### src/rtl/il1_refill_responder.sv
// il1_refill_responder
// L2-side responder for instruction L1 miss refills plus the inclusive
// back-invalidation handshake toward the IL1. Two small FSMs share one clock:
// the refill FSM (read line from L2, present it to IL1) and the eviction FSM
// (ask IL1 to drop a set index on L2 eviction). They are interlocked so that
// update and inst_replace_sync are never high together.
//
// Handshake semantics:
//   update_trigger : single-cycle request, only honoured in R_IDLE.
//   l2_rd_req/valid: l2_rd_req is a level held through R_READ; l2_rd_valid is a
//                    one-cycle data strobe, ignored outside R_READ.
//   evict_req/ack  : L2 holds evict_req until it sees the one-cycle evict_ack.
//   sync/solve     : inst_replace_sync is a level held (index stable) until
//                    inst_replace_solve is sampled high, then drops for at
//                    least one cycle before another eviction may start.
module il1_refill_responder #(
  parameter int PC_LENGTH   = 32,
  parameter int INST_LENGTH = 32,
  parameter int LINE_WORDS  = 4,
  parameter int ICACHE_LINE = 128,
  parameter int UPD_CYCLES  = 4
) (
  input  logic                                 clk_l2,
  input  logic                                 rst,
  input  logic                                 update_trigger,
  input  logic [PC_LENGTH-1:0]                 pc_up,
  output logic                                 l2_rd_req,
  output logic [PC_LENGTH-1:0]                 l2_rd_addr,
  input  logic                                 l2_rd_valid,
  input  logic [LINE_WORDS*INST_LENGTH-1:0]    l2_rd_data,
  output logic                                 update,
  output logic [LINE_WORDS*INST_LENGTH-1:0]    update_line,
  output logic [INST_LENGTH-1:0]               update_inst,
  input  logic                                 evict_req,
  input  logic [$clog2(ICACHE_LINE)-1:0]       evict_index,
  output logic                                 evict_ack,
  output logic                                 inst_replace_sync,
  output logic [$clog2(ICACHE_LINE)-1:0]       inst_index_inclusive,
  input  logic                                 inst_replace_solve,
  output logic                                 busy,
  output logic                                 protocol_err,
  output logic [2:0]                           r_state_dbg,
  output logic [1:0]                           x_state_dbg
);

  localparam int WOFF   = $clog2(LINE_WORDS);
  localparam int IDX_W  = $clog2(ICACHE_LINE);
  localparam int LINE_W = LINE_WORDS * INST_LENGTH;
  localparam int ALIGN  = WOFF + 2;
  localparam int CNT_W  = $clog2(UPD_CYCLES + 1);

  typedef enum logic [2:0] {
    R_IDLE   = 3'd0,
    R_READ   = 3'd1,
    R_HOLD   = 3'd2,
    R_UPDATE = 3'd3,
    R_GAP    = 3'd4
  } r_state_t;

  typedef enum logic [1:0] {
    X_IDLE    = 2'd0,
    X_SYNC    = 2'd1,
    X_RELEASE = 2'd2
  } x_state_t;

  r_state_t              r_state_q, r_state_d;
  x_state_t              x_state_q, x_state_d;
  logic [PC_LENGTH-1:0]  pc_q, pc_d;
  logic [PC_LENGTH-1:0]  rd_addr_q, rd_addr_d;
  logic                  rd_req_q, rd_req_d;
  logic [LINE_W-1:0]     line_q, line_d;
  logic [INST_LENGTH-1:0] inst_q, inst_d;
  logic                  upd_q, upd_d;
  logic [CNT_W-1:0]      cnt_q, cnt_d;
  logic                  busy_q, busy_d;
  logic                  perr_q, perr_d;
  logic [IDX_W-1:0]      idx_q, idx_d;
  logic                  ack_q, ack_d;
  logic                  sync_q, sync_d;

  logic                  enter_update;
  logic                  evict_ok;
  logic [WOFF-1:0]       word_sel;
  logic [INST_LENGTH-1:0] inst_sel;

  // The critical word is chosen by the latched miss PC, not the live pc_up.
  assign word_sel = pc_q[WOFF+1:2];

  // Critical-word mux over the incoming L2 line.
  always_comb begin
    inst_sel = '0;
    for (int w = 0; w < LINE_WORDS; w++) begin
      if (word_sel == WOFF'(w)) begin
        inst_sel = l2_rd_data[w*INST_LENGTH +: INST_LENGTH];
      end
    end
  end

  // Next-state logic for both FSMs; the refill side is resolved first so the
  // eviction side can see whether the refill is about to start presenting data.
  always_comb begin
    r_state_d    = r_state_q;
    x_state_d    = x_state_q;
    pc_d         = pc_q;
    rd_addr_d    = rd_addr_q;
    rd_req_d     = rd_req_q;
    line_d       = line_q;
    inst_d       = inst_q;
    upd_d        = upd_q;
    cnt_d        = cnt_q;
    perr_d       = perr_q;
    idx_d        = idx_q;
    sync_d       = sync_q;
    ack_d        = 1'b0;
    enter_update = 1'b0;

    case (r_state_q)
      R_IDLE: begin
        if (update_trigger) begin
          pc_d      = pc_up;
          rd_addr_d = {pc_up[PC_LENGTH-1:ALIGN], {ALIGN{1'b0}}};
          rd_req_d  = 1'b1;
          r_state_d = R_READ;
        end
      end
      R_READ: begin
        if (l2_rd_valid) begin
          line_d   = l2_rd_data;
          inst_d   = inst_sel;
          rd_req_d = 1'b0;
          if (x_state_q == X_IDLE) begin
            enter_update = 1'b1;
          end else begin
            r_state_d = R_HOLD;
          end
        end
      end
      R_HOLD: begin
        // Only present the line once no invalidation is in flight.
        if (x_state_q == X_IDLE) begin
          enter_update = 1'b1;
        end
      end
      R_UPDATE: begin
        if (cnt_q == '0) begin
          upd_d     = 1'b0;
          r_state_d = R_GAP;
        end else begin
          cnt_d = cnt_q - 1'b1;
        end
      end
      R_GAP: begin
        r_state_d = R_IDLE;
      end
      default: begin
        r_state_d = R_IDLE;
      end
    endcase

    if (enter_update) begin
      r_state_d = R_UPDATE;
      upd_d     = 1'b1;
      cnt_d     = CNT_W'(UPD_CYCLES - 1);
    end

    if (update_trigger && (r_state_q != R_IDLE)) begin
      perr_d = 1'b1;
    end

    busy_d = (r_state_d != R_IDLE);

    // Refill wins a same-cycle conflict; evictions are also kept out of the
    // whole update window and its trailing gap cycle.
    evict_ok = ((r_state_q == R_IDLE) || (r_state_q == R_READ) ||
                (r_state_q == R_HOLD)) && !enter_update;

    case (x_state_q)
      X_IDLE: begin
        if (evict_req && evict_ok) begin
          idx_d     = evict_index;
          ack_d     = 1'b1;
          sync_d    = 1'b1;
          x_state_d = X_SYNC;
        end
      end
      X_SYNC: begin
        if (inst_replace_solve) begin
          sync_d    = 1'b0;
          x_state_d = X_RELEASE;
        end
      end
      X_RELEASE: begin
        x_state_d = X_IDLE;
      end
      default: begin
        x_state_d = X_IDLE;
      end
    endcase
  end

  // State and output registers; reset aborts any refill or eviction at once.
  always_ff @(posedge clk_l2 or posedge rst) begin
    if (rst) begin
      r_state_q <= R_IDLE;
      x_state_q <= X_IDLE;
      pc_q      <= '0;
      rd_addr_q <= '0;
      rd_req_q  <= 1'b0;
      line_q    <= '0;
      inst_q    <= '0;
      upd_q     <= 1'b0;
      cnt_q     <= '0;
      busy_q    <= 1'b0;
      perr_q    <= 1'b0;
      idx_q     <= '0;
      ack_q     <= 1'b0;
      sync_q    <= 1'b0;
    end else begin
      r_state_q <= r_state_d;
      x_state_q <= x_state_d;
      pc_q      <= pc_d;
      rd_addr_q <= rd_addr_d;
      rd_req_q  <= rd_req_d;
      line_q    <= line_d;
      inst_q    <= inst_d;
      upd_q     <= upd_d;
      cnt_q     <= cnt_d;
      busy_q    <= busy_d;
      perr_q    <= perr_d;
      idx_q     <= idx_d;
      ack_q     <= ack_d;
      sync_q    <= sync_d;
    end
  end

  assign l2_rd_req            = rd_req_q;
  assign l2_rd_addr           = rd_addr_q;
  assign update               = upd_q;
  assign update_line          = line_q;
  assign update_inst          = inst_q;
  assign evict_ack            = ack_q;
  assign inst_replace_sync    = sync_q;
  assign inst_index_inclusive = idx_q;
  assign busy                 = busy_q;
  assign protocol_err         = perr_q;
  assign r_state_dbg          = r_state_q;
  assign x_state_dbg          = x_state_q;

endmodule
### config.mk
export PLATFORM = sky130hd
export DESIGN_NAME = il1_refill_responder
export DESIGN_NICKNAME = d
export VERILOG_FILES = /design/src/rtl/il1_refill_responder.sv
export SDC_FILE = /design/constraint.sdc
export NUM_CORES = 1
export LEC_CHECK = 0
export BUFFER_PORTS_ARGS = -buffer_cell sky130_fd_sc_hd__buf_4
export CAP_MARGIN = 40
export CORE_AREA = 2 2 149 151
export DETAILED_ROUTE_END_ITERATION = 6
export DIE_AREA = 0 0 151 153
export PLACE_DENSITY = 0.73
export SLEW_MARGIN = 25
export SYNTH_ARGS = -nofsm -noshare
export SYNTH_HDL_FRONTEND = slang
export SYNTH_SLANG_ARGS = --single-unit
### constraint.sdc
create_clock -name clk_l2 -period 12.1 [get_ports clk_l2]
set_clock_uncertainty 0.05 [all_clocks]
set_input_delay 1.815 -clock clk_l2 [delete_from_list [all_inputs] [get_ports clk_l2]]
set_output_delay 1.815 -clock clk_l2 [all_outputs]
set_load 0.01 [all_outputs]
* Word level (Yosys, flattened, before mapping)
Index checks and enable logic that the tools add are counted.
** Storage, ports and cells
- Register bits :: 213
- Input port bits :: 173
- Logic and storage cells :: 81
** Cells by class
- $add $sub $neg :: 1
- Eq/ne operators :: 12
- Muxes and demuxes :: 30
- Reduce and logical (&&, ||, !) cells :: 24
** Operators by type and width (count)
- 2-to-1 mux 32 bit :: 4
- 2-to-1 mux 3 bit :: 8
- case mux 3 bit (4 select lines) :: 1
- AND reduction 2 bit :: 6
- 2-to-1 mux 1 bit :: 11
- inequality test 2 bit, second input constant :: 4
- nonzero test 2 bit :: 4
- == test 3 x 2 -> 1 bit, second input constant :: 2
- zero test 3 bit :: 2
- case mux 1 bit (2 select lines) :: 3
- AND reduction 3 bit :: 2
- nonzero test 3 bit :: 2
- == test 2 x 1 -> 1 bit, second input constant :: 2
- == test 2 bit, second input constant :: 2
- zero test 2 bit :: 2
- 2-to-1 mux 2 bit :: 2
- case mux 2 bit (2 select lines) :: 1
- == test 3 x 1 -> 1 bit, second input constant :: 1
- logical AND 1 bit :: 3
- subtractor 3 x 1 -> 3 bit, second input constant :: 1
- logical OR 1 bit :: 2
- inequality test 2 x 1 -> 1 bit, second input constant :: 1
- zero test 1 bit :: 1

* Longest topological paths before layout
- Word-level depth :: 9
- Mapped depth :: 6

* Worst setup path after synthesis
OpenSTA, ideal clock, no wires.
- Kind :: input-to-reg
- Start :: input port l2_rd_valid
- End :: register inst_q[29], in the netlist update_inst[29]
- Arrival :: 2708 ps
- Required time :: 11925 ps
- Setup slack :: 9217 ps
- Stages on the path :: 5
- Cell sequence :: nand2_1 -> nor3_1 -> buf_4 -> buf_8 -> mux2_2
** Between the ends
- Cells in the longest elaborated chain, start to end :: 1
** RTL lines
- start: declaration :: RTL line 29 : input logic l2_rd_valid,
- AND reduction 2 bit (no source line)
- end signal: assignment :: RTL line 225 : inst_q <= inst_d;
- end: declaration :: RTL line 72 : logic [INST_LENGTH-1:0] inst_q, inst_d;
Every way passes these cells.
A chain may end at the register's enable or synchronous reset.

* Worst setup path in the final report
- Start :: register r_state_q[1], in the netlist r_state_dbg[1]
- End :: output port r_state_dbg[1]
** RTL lines
- start: declaration :: RTL line 66 : r_state_t r_state_q, r_state_d;
- start signal: assignment :: RTL line 219 : r_state_q <= r_state_d;
- end: declaration :: RTL line 42 : output logic [2:0] r_state_dbg,
No word-level cell between the ends.

==> impl_metrics.env <==
export IMPL_ctsHtreeMaxLevel=1
export IMPL_hold_path_class="register to register"
export IMPL_slew_headroom_pct=55.9
export IMPL_netlist_area_mm2=0.00903
export IMPL_antenna_found_initial=0
export IMPL_worstHoldStart="l2_rd_req$_DFFE_PP0P_"
export IMPL_grt_pass1_vias=6476
export IMPL_p_leak_nw=6.05
export IMPL_grtUsageTotal_pct=20.3
export IMPL_worstPathRequired_ns=10.23
export IMPL_end_kind="primary output"
export IMPL_grt_start_max_net_pins=92
export IMPL_p_comb_share_pct=45.3
export IMPL_cts_hold_buffers=0
export IMPL_intPower_mw=2.44
export IMPL_start_kind="register"
export IMPL_cts_root_buf="clkbuf_16"
export IMPL_num_nets_final=1076
export IMPL_remaining_drc_errors=0
export IMPL_cts_max_path_buffers=3
export IMPL_drv_slew=0
export IMPL_crit_path_max_incr_delay_ns=0.58
export IMPL_placed_cells=1156
export IMPL_via_count=5972
export IMPL_startpoint="r_state_dbg[1]$_DFF_PP0_"
export IMPL_drive_above_1_share_pct=71.6
export IMPL_yosys_cell_types_count=37
export IMPL_endpoint="r_state_dbg[1]"
export IMPL_overflow=0
export IMPL_layout_area_overhead_vs_synth_pct=41.7
export IMPL_diodes=0
export IMPL_pwr_share_seq_pct=36.2
export IMPL_clock_latency_ns=0.50
export IMPL_clock_power_share_pct=18.6
export IMPL_die_area_mm2=0.0231
export IMPL_worst_r2r_cell_count=3
export IMPL_drt_antenna_violating_nets=0
export IMPL_setup_viol=0
export IMPL_viasPerCell=5.00
export IMPL_ys_seq_area_share_pct=58.5
export IMPL_wl_per_cell_um=20.0
export IMPL_fin_tns_setup_ns=0
export IMPL_power_switching_mw=1.15
export IMPL_postSynthCellCount=522
export IMPL_vdd_ir_drop_worst_mv=0.150
export IMPL_gp_congestion=0.812
export IMPL_firstDrtPassIters=4
export IMPL_worstMarginPinSlew_ns=0.661
export IMPL_die_x_um=151
export IMPL_die_y_um=153
export IMPL_switching_share_pct=32.0
export IMPL_hold_viol=0
export IMPL_cts_sinks=211
export IMPL_arrival_ns=1.29
export IMPL_rsz0062_at_grt="false"
export IMPL_numPortBuffers=376
export IMPL_drt_iter0_drc=182
export IMPL_avgSynthCellArea_um2=17.3
export IMPL_synth_seq_cells=211
export IMPL_drt_wl_total_um=23800
export IMPL_worstReg2RegStart="pc_q[2]$_DFFE_PP0P_"
export IMPL_max_freq_mhz=317
export IMPL_ctsResizeCount=0
export IMPL_dp_hpwl_um=17700
export IMPL_core_mm2=0.0215
export IMPL_crit_fanout=10
export IMPL_clkSlewWorstSetupHoldPaths_ns=0.06
export IMPL_cts_tree="done"
export IMPL_cp_num_buf_inv=1
export IMPL_post_route_period_util_pct=26.1
export IMPL_setup_worst_path_class="register to primary output"
export IMPL_rows=54
export IMPL_yosys_warnings=0
export IMPL_cts_setup_buffers=0
export IMPL_regToRegSetupSlack_ns=9.77
export IMPL_reg2reg_to="update_inst[25]$_DFFE_PP0P_"
export IMPL_outcome="finished clean"
export IMPL_grt_pass1_wl_um=36200
export IMPL_fin_crit_ns=3.16
export IMPL_path_cells="buf_4"
export IMPL_start_util_pct=42.0
export IMPL_postLayoutCoreUtil_pct=59.5
export IMPL_final_cells=1194
export IMPL_cts_buffers=23
export IMPL_critical_path_top_delay_family="flip-flops"
export IMPL_maxCapViolCount=0
export IMPL_fin_hold_ws_ns=0.426
export IMPL_io_pins=383
export IMPL_path_depth=1
export IMPL_pwr_density_cell_mw_per_mm2=281
export IMPL_slowest_stage="dfrtp_1"
-- registers in the layout, summed over array words and instances, names as in the netlist, 2 cells and up --
register / flops
inst_index_inclusive: 7
r_state_dbg: 3
pc_q: 2
update_line: 128
l2_rd_addr: 28
x_state_dbg: 2
update_inst: 32
cnt_q: 3
-- power by group through the flow --
| stage | clock, mW | combinational, mW | sequential (mW) |
|---|---|---|---|
| final | 0.667 | 1.63 | 1.30 |
| after global routing | 0.710 | 1.73 | 1.35 |
| after CTS | 0.685 | 1.65 | 1.31 |
| after detailed placement | 0 | 1.65 | 1.31 |
| after global placement | 0 | 1.59 | 1.31 |
| after floorplan | 0 | 0.780 | 1.41 |
-- per-layer routing --
layer	vias up	track usage [%]	part of all wire, %
met3	47	6.27	9.3
met4	0	6.90	3.3
li1	2656	-	-
met5	-	0	0
met1	3013	23.4	37
met2	256	35.5	50
-- cell families after synthesis --
group | share of synthesized area, %
multiplexers | 34.6
flip-flops | 58.5
buffers and inverters | 3.77
AND/OR/NAND/NOR | 1.62
AO/OA/AOI/OAI | 1.18
adder cells (fa/ha/maj) | 0.277
other | 0.0415
-- final cells by class --
| class | count | area [um^2] |
|---|---|---|
| clock inverter | 3 | 15.0 |
| inverter | 8 | 37.5 |
| timing repair buffer | 386 | 2980 |
| sequential | 211 | 5280 |
| multi-input combinational | 271 | 3430 |
| fill | 1744 | 8690 |
| tap | 280 | 350 |
| clock buffer | 35 | 701 |
-- synthesized netlist by cell type (all sizes together) --
cell type,count,area share [%]
a21boi,2,0.17
mux4,32,8.0
inv,8,0.33
nand2,1,0.042
nor3b,1,0.083
buf,32,3.3
dfrtp,211,58
nor2b,1,0.069
ha,2,0.28
or3,1,0.069
mux2,197,27
o311ai,1,0.097
or4,1,0.083
clkbuf,3,0.12
nand2b,3,0.21
a2111o,1,0.12
nand3,2,0.17
nand4,1,0.14
a31oi,1,0.069
o31ai,1,0.083
nor2,4,0.19
nor3,1,0.055
a21o,1,0.083
nand3b,3,0.25
o211ai,2,0.17
nor4b,1,0.26
o21ai,7,0.39
conb,1,0.042
-- stage by stage --
step	worst slack, ns	area, um^2	power [mW]
final	8.94	12800	3.59
after floorplan	4.47	9040	2.19
after detailed placement	8.62	12100	2.96
after global placement	8.30	12000	2.90
after CTS	8.91	12800	3.64
after global routing	8.84	12800	3.80
-- how the worst min path moves through the flow --
stage / to / slack, ns / cells after the start
after floorplan: cnt_q[1]$_DFFE_PP0P_ / 0.45 / 2
after global placement: protocol_err$_DFFE_PP0P_ / 0.40 / 1
after detailed placement: protocol_err$_DFFE_PP0P_ / 0.42 / 1
after CTS: l2_rd_req$_DFFE_PP0P_ / 0.43 / 1
after global routing: protocol_err$_DFFE_PP0P_ / 0.44 / 1
final: l2_rd_req$_DFFE_PP0P_ / 0.43 / 1
-- layout by cell type, fill, tap and decap left out, types with 3 or more instances in the layout --
cell type,count
buf_4,381
dfrtp_1,209
mux2_2,146
mux2_4,49
mux4_2,31
clkbuf_16,23
clkbuf_8,8
inv_1,7
o21ai_0,7
conb_1,4
clkbuf_1,4
nor2_1,3
nand2b_1,3
nand3b_1,3
clkinv_2,3
buf_12,3
No activity file was read; power rests on OpenSTA's default activity.
